### src/rtl/usb_rx_decoder.sv
// Full-speed USB receive front end: line synchronizer, NRZI decode, sync search,
// bit unstuffing, PID decode, EOP detection and a CRC-hiding payload delay buffer.
module usb_rx_decoder (
    input  logic       clk,
    input  logic       n_rst,
    input  logic       dplus_in,
    input  logic       dminus_in,
    output logic [2:0] rx_packet,
    output logic       store_rx_packet,
    output logic [7:0] rx_packet_data
);

    typedef enum logic [2:0] {
        IDLE,
        SYNC,
        PID,
        BODY,
        WAIT_EOP
    } state_t;

    localparam logic [2:0] CODE_NONE  = 3'd0;
    localparam logic [2:0] CODE_DATA  = 3'd2;
    localparam logic [2:0] CODE_ERROR = 3'd7;

    state_t     state;
    logic       dplus_meta;
    logic       dplus_sync;
    logic       dminus_meta;
    logic       dminus_sync;
    logic       prev_level;
    logic [6:0] sync_shift;
    logic [6:0] shift_byte;
    logic [2:0] bit_cnt;
    logic [2:0] ones_cnt;
    logic [7:0] pid_byte;
    logic       pid_pending;
    logic       is_data;
    logic [7:0] buf_old;
    logic [7:0] buf_new;
    logic [1:0] buf_cnt;

    logic       line_se0;
    logic       dec_bit;
    logic [7:0] sync_next;
    logic [7:0] byte_next;
    logic       stuff_slot;
    logic       byte_done;
    logic [2:0] pid_code;

    function automatic logic [2:0] decode_pid(input logic [7:0] pid);
        logic [2:0] code;
        case (pid)
            8'hE1:        code = 3'd1;
            8'h69:        code = 3'd3;
            8'hC3, 8'h4B: code = 3'd2;
            8'hD2:        code = 3'd4;
            8'h5A:        code = 3'd5;
            8'h1E:        code = 3'd6;
            default:      code = CODE_ERROR;
        endcase
        return code;
    endfunction

    // J and K are told apart by D+ alone; equal levels on both lines count as SE0.
    assign line_se0   = (dplus_sync == dminus_sync);
    assign dec_bit    = (dplus_sync == prev_level);
    assign sync_next  = {sync_shift, dec_bit};
    assign byte_next  = {shift_byte, dec_bit};
    assign stuff_slot = (ones_cnt == 3'd6);
    assign byte_done  = !stuff_slot && (bit_cnt == 3'd7);
    assign pid_code   = decode_pid(pid_byte);

    // After SE0 the line is assumed to return to J, so the reference level is reset to J.
    always_ff @(posedge clk or negedge n_rst) begin
        if (!n_rst) begin
            dplus_meta  <= 1'b1;
            dplus_sync  <= 1'b1;
            dminus_meta <= 1'b0;
            dminus_sync <= 1'b0;
            prev_level  <= 1'b1;
        end else begin
            dplus_meta  <= dplus_in;
            dplus_sync  <= dplus_meta;
            dminus_meta <= dminus_in;
            dminus_sync <= dminus_meta;
            prev_level  <= line_se0 ? 1'b1 : dplus_sync;
        end
    end

    always_ff @(posedge clk or negedge n_rst) begin
        if (!n_rst) begin
            state           <= IDLE;
            rx_packet       <= CODE_NONE;
            store_rx_packet <= 1'b0;
            rx_packet_data  <= 8'h00;
            sync_shift      <= 7'h7F;
            shift_byte      <= 7'h00;
            bit_cnt         <= 3'd0;
            ones_cnt        <= 3'd0;
            pid_byte        <= 8'h00;
            pid_pending     <= 1'b0;
            is_data         <= 1'b0;
            buf_old         <= 8'h00;
            buf_new         <= 8'h00;
            buf_cnt         <= 2'd0;
        end else begin
            store_rx_packet <= 1'b0;
            case (state)
                IDLE: begin
                    if (line_se0) begin
                        sync_shift <= 7'h7F;
                    end else begin
                        sync_shift <= sync_next[6:0];
                        if (!dec_bit) begin
                            state <= SYNC;
                        end
                    end
                end

                SYNC: begin
                    if (line_se0) begin
                        state      <= IDLE;
                        sync_shift <= 7'h7F;
                    end else if (sync_next == 8'h01) begin
                        // The closing 1 of the sync pattern already counts towards a stuffing run.
                        state       <= PID;
                        rx_packet   <= CODE_NONE;
                        sync_shift  <= 7'h7F;
                        shift_byte  <= 7'h00;
                        bit_cnt     <= 3'd0;
                        ones_cnt    <= 3'd1;
                        pid_pending <= 1'b0;
                        is_data     <= 1'b0;
                        buf_cnt     <= 2'd0;
                    end else if (sync_next == 8'hFF) begin
                        state      <= IDLE;
                        sync_shift <= 7'h7F;
                    end else begin
                        sync_shift <= sync_next[6:0];
                    end
                end

                PID, BODY: begin
                    // PID code lands one cycle after its byte; later error/EOP assignments override it.
                    if (pid_pending) begin
                        pid_pending <= 1'b0;
                        rx_packet   <= pid_code;
                        is_data     <= (pid_code == CODE_DATA);
                        if (pid_code == CODE_ERROR) begin
                            state <= WAIT_EOP;
                        end
                    end

                    if (line_se0) begin
                        state       <= IDLE;
                        pid_pending <= 1'b0;
                        buf_cnt     <= 2'd0;
                        if ((state == PID) || (bit_cnt != 3'd0)) begin
                            rx_packet <= CODE_ERROR;
                        end
                    end else if (stuff_slot) begin
                        if (dec_bit) begin
                            state       <= WAIT_EOP;
                            rx_packet   <= CODE_ERROR;
                            pid_pending <= 1'b0;
                        end else begin
                            ones_cnt <= 3'd0;
                        end
                    end else begin
                        shift_byte <= byte_next[6:0];
                        bit_cnt    <= bit_cnt + 3'd1;
                        ones_cnt   <= dec_bit ? ones_cnt + 3'd1 : 3'd0;
                        if (byte_done) begin
                            if (state == PID) begin
                                state       <= BODY;
                                pid_byte    <= byte_next;
                                pid_pending <= 1'b1;
                            end else if (is_data) begin
                                // Two-byte delay keeps the trailing CRC16 from ever being stored.
                                case (buf_cnt)
                                    2'd0: begin
                                        buf_old <= byte_next;
                                        buf_cnt <= 2'd1;
                                    end
                                    2'd1: begin
                                        buf_new <= byte_next;
                                        buf_cnt <= 2'd2;
                                    end
                                    default: begin
                                        rx_packet_data  <= buf_old;
                                        store_rx_packet <= 1'b1;
                                        buf_old         <= buf_new;
                                        buf_new         <= byte_next;
                                    end
                                endcase
                            end
                        end
                    end
                end

                WAIT_EOP: begin
                    if (line_se0) begin
                        state      <= IDLE;
                        sync_shift <= 7'h7F;
                        buf_cnt    <= 2'd0;
                    end
                end

                default: begin
                    state <= IDLE;
                end
            endcase
        end
    end

endmodule

### config.mk
export PLATFORM = sky130hd
export DESIGN_NAME = usb_rx_decoder
export DESIGN_NICKNAME = d
export VERILOG_FILES = /design/src/rtl/usb_rx_decoder.sv
export SDC_FILE = /design/constraint.sdc
export NUM_CORES = 1
export LEC_CHECK = 0
export CELL_PAD_IN_SITES_DETAIL_PLACEMENT = 1
export CELL_PAD_IN_SITES_GLOBAL_PLACEMENT = 2
export CORE_ASPECT_RATIO = 1.5
export CORE_MARGIN = 2
export CORE_UTILIZATION = 44
export DETAILED_ROUTE_END_ITERATION = 16
export HOLD_SLACK_MARGIN = 0.12
export MAX_ROUTING_LAYER = met4
export PLACE_DENSITY_LB_ADDON = 0.1
export SYNTH_ARGS = -nofsm -noshare
export SYNTH_HDL_FRONTEND = slang
export SYNTH_SLANG_ARGS = --single-unit
### constraint.sdc
create_clock -name clk -period 4.3 [get_ports clk]
set_input_delay 0.86 -clock clk [delete_from_list [all_inputs] [get_ports clk]]
set_output_delay 0.86 -clock clk [all_outputs]
set_load 0.01 [all_outputs]
======== After elaboration in Yosys (flattened, before gate mapping) ========
Cells that the tools add are included.
word-level totals
  register bits after elaboration ......... 68
  input bits .............................. 4
  output and inout port bits .............. 12
  word-level logic and storage cells ...... 157
cells by class
  add/subtract/negate cells ............... 2
  equal/unequal tests ..................... 35
  mux-type cells .......................... 72
  bitwise gates (word level) .............. 6
  reductions and logical operators ........ 23
operator list
  cell                number
  $mux 3              28
  $mux 7              9
  $eq 8x8->1 const B  4
  $eq 8x7->1 const B  3
  $pmux 7 s3          1
  $reduce_and 7->1    3
  $pmux 3 s2          3
  $pmux 3 s6          1
  $mux 2              8
  $ne 2x2->1 const B  8
  $pmux 8 s2          1
  $mux 1              15
  $ne 3x3->1 const B  5
  $reduce_and 5->1    3
  $pmux 7 s2          1
  $eq 3x3->1 const B  4
  $pmux 3 s4          1
  $eq 3x2->1 const B  3
  $reduce_and 9->1    1
  $reduce_bool 3->1   3
  $eq 8x1->1 const B  1
  $eq 8x5->1 const B  1
  $ne 4x4->1 const B  2
  $reduce_and 4->1    2
  17 further kinds    27

======== Logic depth before layout (Yosys ltp) ========
  depth in word-level cells ............... 11
  gate-level depth with buffers ........... 8

======== Worst setup path before layout ========
OpenSTA, ideal clock, no wires.
  kind .................................... reg2reg
  from .................................... reg dplus_sync
  to ...................................... reg ones_cnt[1]
  setup time .............................. 0.064 ns
  arrival time ............................ 2.042 ns
  setup slack ............................. 2.193 ns
  cell stages (with the launch flop) ...... 9
  path buffers ............................ 1
  period minus slack after synthesis ...... 2.107 ns
  cell sequence ........................... dfstp_2 inv_1 ha_1 buf_2 nor4b_2 nand4_2 a21boi_4 a2111oi_4 a21o_1
between the ends
  longest elaborated chain between the ends .. 5
  elaborated cells on any way between the ends .. 12
  classes of those cells .................. eq/ne: 7; mux: 4; reduce/logical: 1
RTL lines
  element                                             line  source
  from (decl)                                         27    logic dplus_sync;
  from (signal assigned)                              83    dplus_sync <= dplus_meta;
  branches (longest 5 deep; another with $eq 8x1->1)  -
  to (signal assigned)                                172   ones_cnt <= dec_bit ? ones_cnt + 3'd1 : 3'd0;
  to (decl)                                           34    logic [2:0] ones_cnt;
Parallel ways; which one is timed is not known. The select of a mux whose other input is x is not followed.
A chain may end at the register's enable or synchronous reset.

======== Final worst setup path ========
  from .................................... reg dplus_sync
  to ...................................... reg buf_cnt[0]
between the ends
  longest elaborated chain between the ends .. 4
  elaborated cells on any way between the ends .. 14
  classes of those cells .................. eq/ne: 11; mux: 2; reduce/logical: 1
RTL lines
  element                            line  source
  $eq 1x1->1                         66    assign dec_bit = (dplus_sync == prev_level);
  $eq 8x1->1                         124   end else if (sync_next == 8'h01) begin
  $ne 2x2->1 (no source line)        -
  $reduce_and 9->1 (no source line)  -
  to (signal assigned)               105   buf_cnt <= 2'd0;
  to (signal assigned)               134   buf_cnt <= 2'd0;
  to (signal assigned)               157   buf_cnt <= 2'd0;
  to (decl)                          40    logic [1:0] buf_cnt;
Several ways; a longest one is shown, not always the timed one.

==> flow_summary.ini <==
[placed_design]
numPortBuffers = 15
gp_congestion = 0.767
post-place-cells = 385
dp_hpwl_um = 4850
post_dp_cell_area_sq_mm = 0.00346

[routing]
num_vias = 2145
dr.pass1.iters = 4
route.detailed.drc = 0
ant_nets = 0
post_drt_wl_per_cell_um = 16.8
drt_iter0_drc = 88
routed_via_density = 5.35
wirelength_um = 6750

[clocking]
cts_made_buffers = 9
cts_root_buf = clkbuf_8
post_cts_resized = 0
numClockSinks = 68
clockBufferDepth = 2
cts_hold_buffers = 0
postCtsSetupBuffers = 0
clock_latency_ps = 350
cts.clk_slew.worst_paths_ps = 70
cts_tree = built
htreeDepth = 3

[pwr]
p_switching_uw = 272
vdd_drop_max_uv = 312
pwr-share-comb_pct = 3.3
pwr-share-clk_pct = 45.2
switching_share_pct = 21.3
p_seq_share_pct = 51.5
p_leak_nw = 1.68
internal_power_mw = 1.01
p_per_area_mw_per_mm2 = 348

[critical_path]
crit_chain = inv_1 -> ha_1 -> nor4b_2 -> nand4_2 -> nand3_1 -> mux2_2
regToRegSetupSlack_ps = 1700
crit_type = register to register
slowest_delay_ps = 570
end_kind = register
rr_worst_depth = 6
slowest_stage = dfstp_2
critical_path.startpoint_type = register
critPathBufInv = 1
crit_fanout = 15
critPathTopFamily = simple AND/OR/NAND/NOR gates
arrival_ps = 2830
worstReg2RegEnd = buf_cnt[0]
cp.required_ps = 4530
timing.rr.start = dplus_sync

[floorplanning]
initial_utilization_pct = 44.9
die_x_um = 73.9
row_count = 38
die_h_um = 109
die-area_sq_mm = 0.00804
io_pins = 16
core-area_sq_mm = 0.00718

[synth]
yosysWarnings = 0
syn_area_sq_mm = 0.00322
ys_ff_latch = 68
synthCells = 275
syn_area_per_cell_sq_um = 11.7
synth_nets = 285
yosysSeqAreaShare_pct = 53.2
synth_edf_count = 0
synth_top_flop_cell = dfrtp_1
synthDistinctLibCells = 57
ys_async_sr_fraction_pct = 100

[grt]
met3_usage_pct = 4.99
gr-total-overflow = 0
grt_pass1_vias = 2315
grt_use_met1_pct = 23.0
grt_max_degree = 36
grt_usage_pct = 20.0
grt_pass1_wl_um = 11500
antenna_found_initial = 0
gr-max-usage-layer = met2
grt_util_met2_pct = 32.5

[worst_hold_path]
worstHoldEndpoint = dminus_sync
worstHoldPathCells = 0
hold_path.class = register to register
min_from = dminus_meta

[timing]
setup_viol = 0
tns_ps = 0
final.min_clock_period_ps = 2600
finalHoldViolCount = 0
relSlewSlack_pct = 34.0
slew_viol_final = 0
worst_pin_slew_ps = 985
fin_crit_sh_pct = 60.4
timing.fmax_mhz = 385
fin_skew_ps = 13.2
rsz0062_at_grt = no

[outcome]
status = finished, final reports clean

[layout]
finalInstanceArea_sq_mm = 0.00368
nets = 306
final_cells = 401
final_common_cell = dfrtp_1
layout_common_cells = dfrtp_1, nand2_1, mux2_2, nor2_1, clkdlybuf4s50_1
syn_to_final_growth_pct = 14.0
num_antenna_cells = 0
drive_gt1_share_pct = 22.3

[job]
drv_cap = 0
## worst register-to-register path, cell delays in order, from the launching register on
cell and delay [ps]:
dfstp_2 570, inv_1 60, ha_1 460, nor4b_2 340, nand4_2 400, nand3_1 300, mux2_2 360
## per-layer routing
metal | up-vias | routed length, um
met5 | - | 0
met4 | 0 | 172
met3 | 13 | 197
met2 | 29 | 3460
met1 | 1086 | 2920
li1 | 1017 | -
## registers in the layout, summed over array words and instances (netlist names), 2 cells and up
name	flops
shift_byte	7
bit_cnt	3
state	3
buf_new	8
rx_packet_data	8
pid_byte	8
ones_cnt	3
buf_cnt	2
buf_old	8
sync_shift	7
rx_packet	3
## power groups by stage
stage	sequential, mW	combinational, mW	clock, mW
finish	0.658	0.0425	0.578
global route	0.659	0.0490	0.623
CTS	0.658	0.0447	0.596
detailed placement	0.670	0.0445	0
global placement	0.669	0.0447	0
floorplan	0.665	0.0256	0
## synth_stat cells, drive strengths merged, types with 2 or more instances
cell type,instances,area share (%)
nor2,20,3.1
inv,12,1.4
nor3b,4,1.4
mux2,24,9.2
a31oi,4,0.78
o21ai,13,2.0
nor2b,7,1.4
a22oi,3,0.70
o31ai,2,0.47
dfstp,10,8.1
nand2b,2,0.39
a21o,2,0.47
dfrtp,58,45
nand3,9,1.4
and2,2,0.39
xor2,3,0.82
nand4,5,1.6
mux2i,9,2.8
o22a,6,1.6
ha,6,2.3
and3,2,0.54
nor3,4,0.62
buf,5,1.2
a21oi,11,1.7
and4bb,2,0.78
nand2,32,3.7
## cell type report
cell class              instances  area, sq um
flip-flops and latches         68         1710
inverters                      12         45.0
fillers                       776         3500
well taps                     100          125
clock buffers                  12          145
clock inverters                 4         72.6
multi-input cells             189         1420
repair buffers                 16          153
## kinds of logic after synthesis
| group | Yosys count | share of synthesized area, % |
|---|---|---|
| and+or+nand+nor | 96 | 17.5 |
| buffers and inverters | 18 | 2.75 |
| DFF | 68 | 53.2 |
| AOI/OAI and AO/OA | 50 | 11.0 |
| xor gates and xnor gates | 4 | 1.32 |
| muxes | 33 | 12.0 |
| adders and majority gates | 6 | 2.33 |
## how the worst max path moves through the flow
stage / start / cells after the start / endpoint
final: dplus_sync / 6 / buf_cnt[0]
after floorplan: dplus_sync / 8 / ones_cnt[1]
after CTS: dplus_sync / 6 / buf_cnt[0]
after global routing: dplus_sync / 6 / buf_cnt[0]
after global placement: dplus_sync / 7 / ones_cnt[1]
after detailed placement: dplus_sync / 6 / buf_cnt[0]
## per-stage QoR
step	util, %	hold WS [ps]	worst slack, ps	power [mW]
2_1_floorplan	-	331	2190	0.691
3_3_place_gp	48.2	332	1740	0.714
3_5_place_dp	48.2	336	1700	0.714
4_1_cts	51.2	352	1670	1.30
5_1_grt	51.2	359	1540	1.33
6_report	51.2	348	1700	1.28
No activity file was read; power rests on OpenSTA's default activity.
==> RTL change 1 (same settings) <==
The 5 states of `state_t` get a Gray code encoding in 3 bits.
--- a/src/rtl/usb_rx_decoder.sv
+++ b/src/rtl/usb_rx_decoder.sv
@@ -11,11 +11,11 @@
 );
 
     typedef enum logic [2:0] {
-        IDLE,
-        SYNC,
-        PID,
-        BODY,
-        WAIT_EOP
+        IDLE     = 3'b000,
+        SYNC     = 3'b001,
+        PID      = 3'b011,
+        BODY     = 3'b010,
+        WAIT_EOP = 3'b110
     } state_t;
 
     localparam logic [2:0] CODE_NONE  = 3'd0;
Function: same outputs for any inputs over 10 cycles, from zero or initial values and one cycle with n_rst low; not proved beyond that.
==> RTL change 1 against the unedited design <==
- sequential cell count stayed put
- cell area up 1.9%
- critical endpoint is now ones_cnt[1]
- sequential share of layout area down 0.89 points
- wire length rose by 9.2%
- largest cell class unchanged
- total power increased by 3.6%
- setup slack worse by 0.15 ns
- global-route usage rose by 0.52 points
- area after synthesis increased by 2.2%
==> RTL change 1: results (changes against the unedited design) <==
Global route:
- The pin count of the biggest net entering global routing is 44 (+22%).
- The wire length of the first global-routing pass was 11,930 µm (+3.8%).
- The via count of the first global-routing pass is 2,297 (-0.78%).
- The combined global-route utilization of all metal layers is 20.54% (+0.52 points).

Min path:
- The cell depth of the worst hold path is 0 (unchanged).
- The hold path startpoint is dminus_meta.
- The path class of the tightest hold or removal check is register to register.

Route:
- The starting DRC count in detailed routing came to 102 (+16%).
- The detailed-route wire length is 7369 µm (+9.2%).
- The overall via count from detail_route was 2,165 (+0.93%).

Logic synthesis:
- The post-synth net total is 282 (-1.1%).
- In the post-synthesis netlist, the biggest area contributors are sky130_fd_sc_hd__dfrtp_1, sky130_fd_sc_hd__mux2_2, sky130_fd_sc_hd__dfstp_2.
- The number of unique standard cell types used by synthesis is 64 (+12%).
- The sequential area share after synthesis is 52.03% (-1.1 points).
- The gate count after technology mapping came to 272 (-1.1%).
- The commonest cells after synthesis are sky130_fd_sc_hd__dfrtp_1, sky130_fd_sc_hd__mux2_2, sky130_fd_sc_hd__nand2_1, sky130_fd_sc_hd__nand3_1, sky130_fd_sc_hd__inv_1.

Power and ir drop:
- The static leakage power is 1.667 nW (-0.66%).
- The worst voltage drop across the vdd grid came to 0.2375 mV (-24%).

CTS:
- The number of clock buffers inserted by TritonCTS is 9 (unchanged).
- The post-CTS repair timing setup buffer count came to 0 (unchanged).
- The clock latency reported for the late side of the worst-skew pair is 0.35 ns (about the same).

Place:
- The weighted congestion at the end of routability-driven global placement is 0.7702 (+0.40%).
- The number of placed instances, taps included is 378 (-1.8%).
- The HPWL after detailed placement was 5264 µm (+8.6%).
- The cell area after placement was 3513 µm² (+1.6%).

Cells and area:
- The number of standard cells in the final layout excluding fillers is 394 (-1.7%).
- The post-layout net count was 299 (-2.3%).
- The fraction of final layout cells with drive strength greater than 1 was 28.57% (+6.3 points).
- The total of fill cells in the finished design is 762 (-1.8%).

Run status:
- The run finished with clean final reports.

Setup path:
- The largest fanout on the critical path is 14 (-1).
- The end of the worst register-to-register path is ones_cnt[1].
- The register-to-register setup slack is 1.55 ns (-0.15 ns).
- The data arrival time at the worst-slack endpoint came to 2.98 ns (+0.15 ns).

Timing:
- The worst-margin pin slew was 0.9924 ns (+0.007133 ns).
- The largest clock skew in the final design came to 0.01185 ns (-0.001374 ns).
- The final hold slack came to 0.3625 ns (+0.01405 ns).
[RTL change 1: cell types whose count changed after synthesis, sizes merged, moves of 3 or more]
cell	change
a311oi	+3
a31oi	-3
nor2b	-3
a21oi	-6
mux2i	-8
nor4bb	+4
nand2	-7
o21ai	-4
mux2	+17
nand3	+5
buf	+3
nor2	-9
[RTL change 1: power by group]
part	total, mW	switching [mW]	internal [mW]
Sequential	0.659	0.0103	0.649
Combinational	0.0513	0.0345	0.0167
Clock	0.613	0.252	0.360
[RTL change 1: final cells by class]
| type | instances | area [µm²] | area share (%) |
|---|---|---|---|
| clock buffer | 11 | 151.4 | 4.040 |
| clock inverter | 5 | 82.58 | 2.204 |
| inverter | 12 | 45.04 | 1.202 |
| multi-input combinational | 182 | 1476 | 39.40 |
| sequential | 68 | 1714 | 45.74 |
| tap | 100 | 125.1 | 3.339 |
| timing repair buffer | 16 | 152.6 | 4.073 |
[RTL change 1: logic make-up (layout without fill, tap and decap cells)]
family                   Yosys count  count (layout)  share of synthesized area [%]
flip-flops                        68              68                          52.03
buffers and inverters             22              44                          3.152
multiplexers                      42              42                          14.32
AND/OR/NAND/NOR                   82              82                          15.46
XOR/XNOR                           5               5                          1.557
AO/OA/AOI/OAI                     47              47                          11.20
adder cells (fa/ha/maj)            6               6                          2.279
[RTL change 1: worst max-delay path by stage]
stage                           from     endpoint  slack, ns  depth (start not counted)
after floorplan           dplus_sync   buf_cnt[0]       2.13                          7
after global placement    dplus_sync  ones_cnt[1]       1.66                          6
after detailed placement  dplus_sync  ones_cnt[1]       1.58                          6
after CTS                 dplus_sync  ones_cnt[1]       1.55                          6
after global routing      dplus_sync  ones_cnt[1]       1.39                          6
final                     dplus_sync  ones_cnt[1]       1.55                          6
[RTL change 1: routing by layer]
layer | up-vias | routed length [µm] | GRT usage, %
li1 | 1017 | - | -
met1 | 1120 | 3037 | 23.57
met3 | 8 | 157 | 4.909
met5 | - | 0 | -
met2 | 20 | 4080 | 35.34
met4 | 0 | 93 | 6.122
[RTL change 1: worst register-to-register path, stage by stage, from the launching register on]
cell                      delay (ns)
sky130_fd_sc_hd__dfstp_2        0.58
sky130_fd_sc_hd__inv_1          0.05
sky130_fd_sc_hd__ha_1           0.48
sky130_fd_sc_hd__nor4b_4        0.32
sky130_fd_sc_hd__nand4_1        0.55
sky130_fd_sc_hd__nand2_1        0.28
sky130_fd_sc_hd__mux2_2         0.36
==> RTL change 2 (same settings) <==
Made on the original files. Make the reset (`n_rst`) synchronous in 2 clocked blocks.
--- a/src/rtl/usb_rx_decoder.sv
+++ b/src/rtl/usb_rx_decoder.sv
@@ -71,7 +71,7 @@
     assign pid_code   = decode_pid(pid_byte);
 
     // After SE0 the line is assumed to return to J, so the reference level is reset to J.
-    always_ff @(posedge clk or negedge n_rst) begin
+    always_ff @(posedge clk) begin
         if (!n_rst) begin
             dplus_meta  <= 1'b1;
             dplus_sync  <= 1'b1;
@@ -87,7 +87,7 @@
         end
     end
 
-    always_ff @(posedge clk or negedge n_rst) begin
+    always_ff @(posedge clk) begin
         if (!n_rst) begin
             state           <= IDLE;
             rx_packet       <= CODE_NONE;
Check against the original RTL: same outputs for any inputs over 10 cycles, from zero or initial values and one cycle with n_rst low; that may be too few to reach the edited logic, so the function may still have changed.
==> RTL change 2 against the unedited design <==
- area after synthesis down 4.7%
- setup slack better by 0.14 ns
- critical path depth down 1
- cell area down 6.1%
- sequential cell count unchanged
- largest power group unchanged
- wire length up 12%
- total power down 2.9%
- combinational power down 29%
- hold slack better by 0.076 ns
- highest routed layer unchanged
==> RTL change 2: results (changes against the unedited design) <==
Run status:
- The run finished with clean final reports.

Setup path:
- In this run the critical register-to-register path is launched from state[1].
- The data arrival time at the worst-slack endpoint was 2.72 ns (-0.11 ns).
- The largest fanout on the critical path is 9 (-6).
- The critical path is of the register to register type.

CTS:
- After clock tree synthesis, the clock-pin slew on the worst setup and hold paths is around 0.08 ns.
- The maximum clock insertion buffer count is 2 (unchanged).
- For the worst-skew pair, the clock arrives at the later sink with an insertion delay of 0.34 ns.
- The post-CTS repair timing setup buffer count was 0 (unchanged).

Min path:
- The kind of path behind the tightest hold check is register to register.
- The hold path startpoint is dplus_meta.

Route:
- The first-pass detailed-route iteration total is 4 (unchanged).
- The starting DRC count in detailed routing is 100 (+14%).
- The via density per instance was 5.743 (+7.4%).
- The average wire per cell in the routed design came to 16.97 µm (+0.84%).

Power and ir drop:
- The static leakage power is 1.238 nW (-26%).
- The worst voltage drop across the vdd grid is 0.2291 mV (-26%).

Global route:
- The via count of the first global-routing pass is 2,697 (+17%).
- The pin count of the biggest net entering global routing is 39 (+8.3%).
- The combined global-route utilization of all metal layers is 22.13% (+2.1 points).
- The initial antenna violation count is 0 (unchanged).
- The wire length of the first global-routing pass is 12,880 µm (+12%).

Place:
- The HPWL after detailed placement is 5453 µm (+13%).
- The weighted congestion at the end of routability-driven global placement was 0.7843 (+2.2%).
- The cell area after placement came to 3237 µm² (-6.4%).
- The number of placed instances, taps included is 429 (+11%).
- The setup slack at placement is 1.823 ns (+0.1256 ns).

Cells and area:
- The post-layout net count came to 371 (+21%).
- The fraction of final layout cells with drive strength greater than 1 is 8.197% (-14 points).
- The number of standard cells in the final layout excluding fillers is 444 (+11%).

Timing:
- The final setup slack of the worst path is 1.847 ns (+0.1427 ns).
- The worst-margin pin slew is 0.7431 ns (-0.2421 ns).
- The largest clock skew in the final design came to 0.01109 ns (-0.002133 ns).
- The final hold slack is 0.4248 ns (+0.07638 ns).

Logic synthesis:
- The sequential area share after synthesis was 44.32% (-8.8 points).
- The number of unique standard cell types used by synthesis came to 54 (-5.3%).
- Ranked by total cell area, the synthesized netlist is headed by sky130_fd_sc_hd__dfxtp_1, sky130_fd_sc_hd__nand2_1, sky130_fd_sc_hd__mux2i_1.
- The most instantiated flip-flop cell in the synthesis netlist is sky130_fd_sc_hd__dfxtp_1.
- The per-instance average area after synthesis is 8.677 µm² (-26%).
- The async set-or-reset flop fraction in the synthesized netlist is 0% (-100 points).
- Sorting the synthesized cells by how often they occur yields sky130_fd_sc_hd__dfxtp_1, sky130_fd_sc_hd__nand2_1, sky130_fd_sc_hd__nor2_1, sky130_fd_sc_hd__a21oi_1, sky130_fd_sc_hd__nand3_1.
- The post-synth net total is 363 (+27%).
-- RTL change 2: worst paths after layout --
path,endpoint,cells past startpoint
setup / recovery,ones_cnt[0],5
hold / removal,dplus_sync,1
setup reg to reg,ones_cnt[0],5
hold reg to reg,dplus_sync,1
-- RTL change 2: area by class of cell --
| cell class | count | area, µm² |
|---|---|---|
| inverter | 7 | 26.28 |
| tap | 78 | 97.59 |
| timing repair buffer | 18 | 172.7 |
| fill | 817 | 3354 |
| clock inverter | 6 | 90.09 |
| sequential | 68 | 1361 |
| multi-input combinational | 258 | 1579 |
| clock buffer | 9 | 123.9 |
-- RTL change 2: where the power goes --
group | switching, mW | total, mW | internal, mW
Combinational | 0.0198 | 0.0302 | 0.0104
Clock | 0.252 | 0.576 | 0.324
Sequential | 0.00332 | 0.634 | 0.631
Total | 0.275 | 1.24 | 0.966
-- RTL change 2: kinds of logic (layout without fill, tap and decap cells) --
kind of cell	after synthesis	count (layout)	share of synthesized area, %
muxes	17	17	5.580
buffers and inverters	28	40	4.277
adders and majority gates	5	5	2.037
AOI/OAI and AO/OA	82	82	17.72
DFF	68	68	44.32
xor gates and xnor gates	7	7	2.852
and+or+nand+nor	147	147	23.22
-- RTL change 2: worst max-delay path, stage by stage (launching register included) --
cell and delay, ns:
sky130_fd_sc_hd__dfxtp_1 0.49, sky130_fd_sc_hd__nor2b_1 0.61, sky130_fd_sc_hd__nand2_1 0.26, sky130_fd_sc_hd__a21oi_1 0.50, sky130_fd_sc_hd__mux2_2 0.39, sky130_fd_sc_hd__a21oi_1 0.13
-- RTL change 2: layer usage --
layer | vias up | share of wire (%) | global-route usage [%]
met4 | 0 | 2.4 | 9.030
met2 | 37 | 54 | 38.93
li1 | 1267 | - | -
met3 | 14 | 2.4 | 4.929
met1 | 1232 | 41 | 23.46
met5 | - | 0 | -
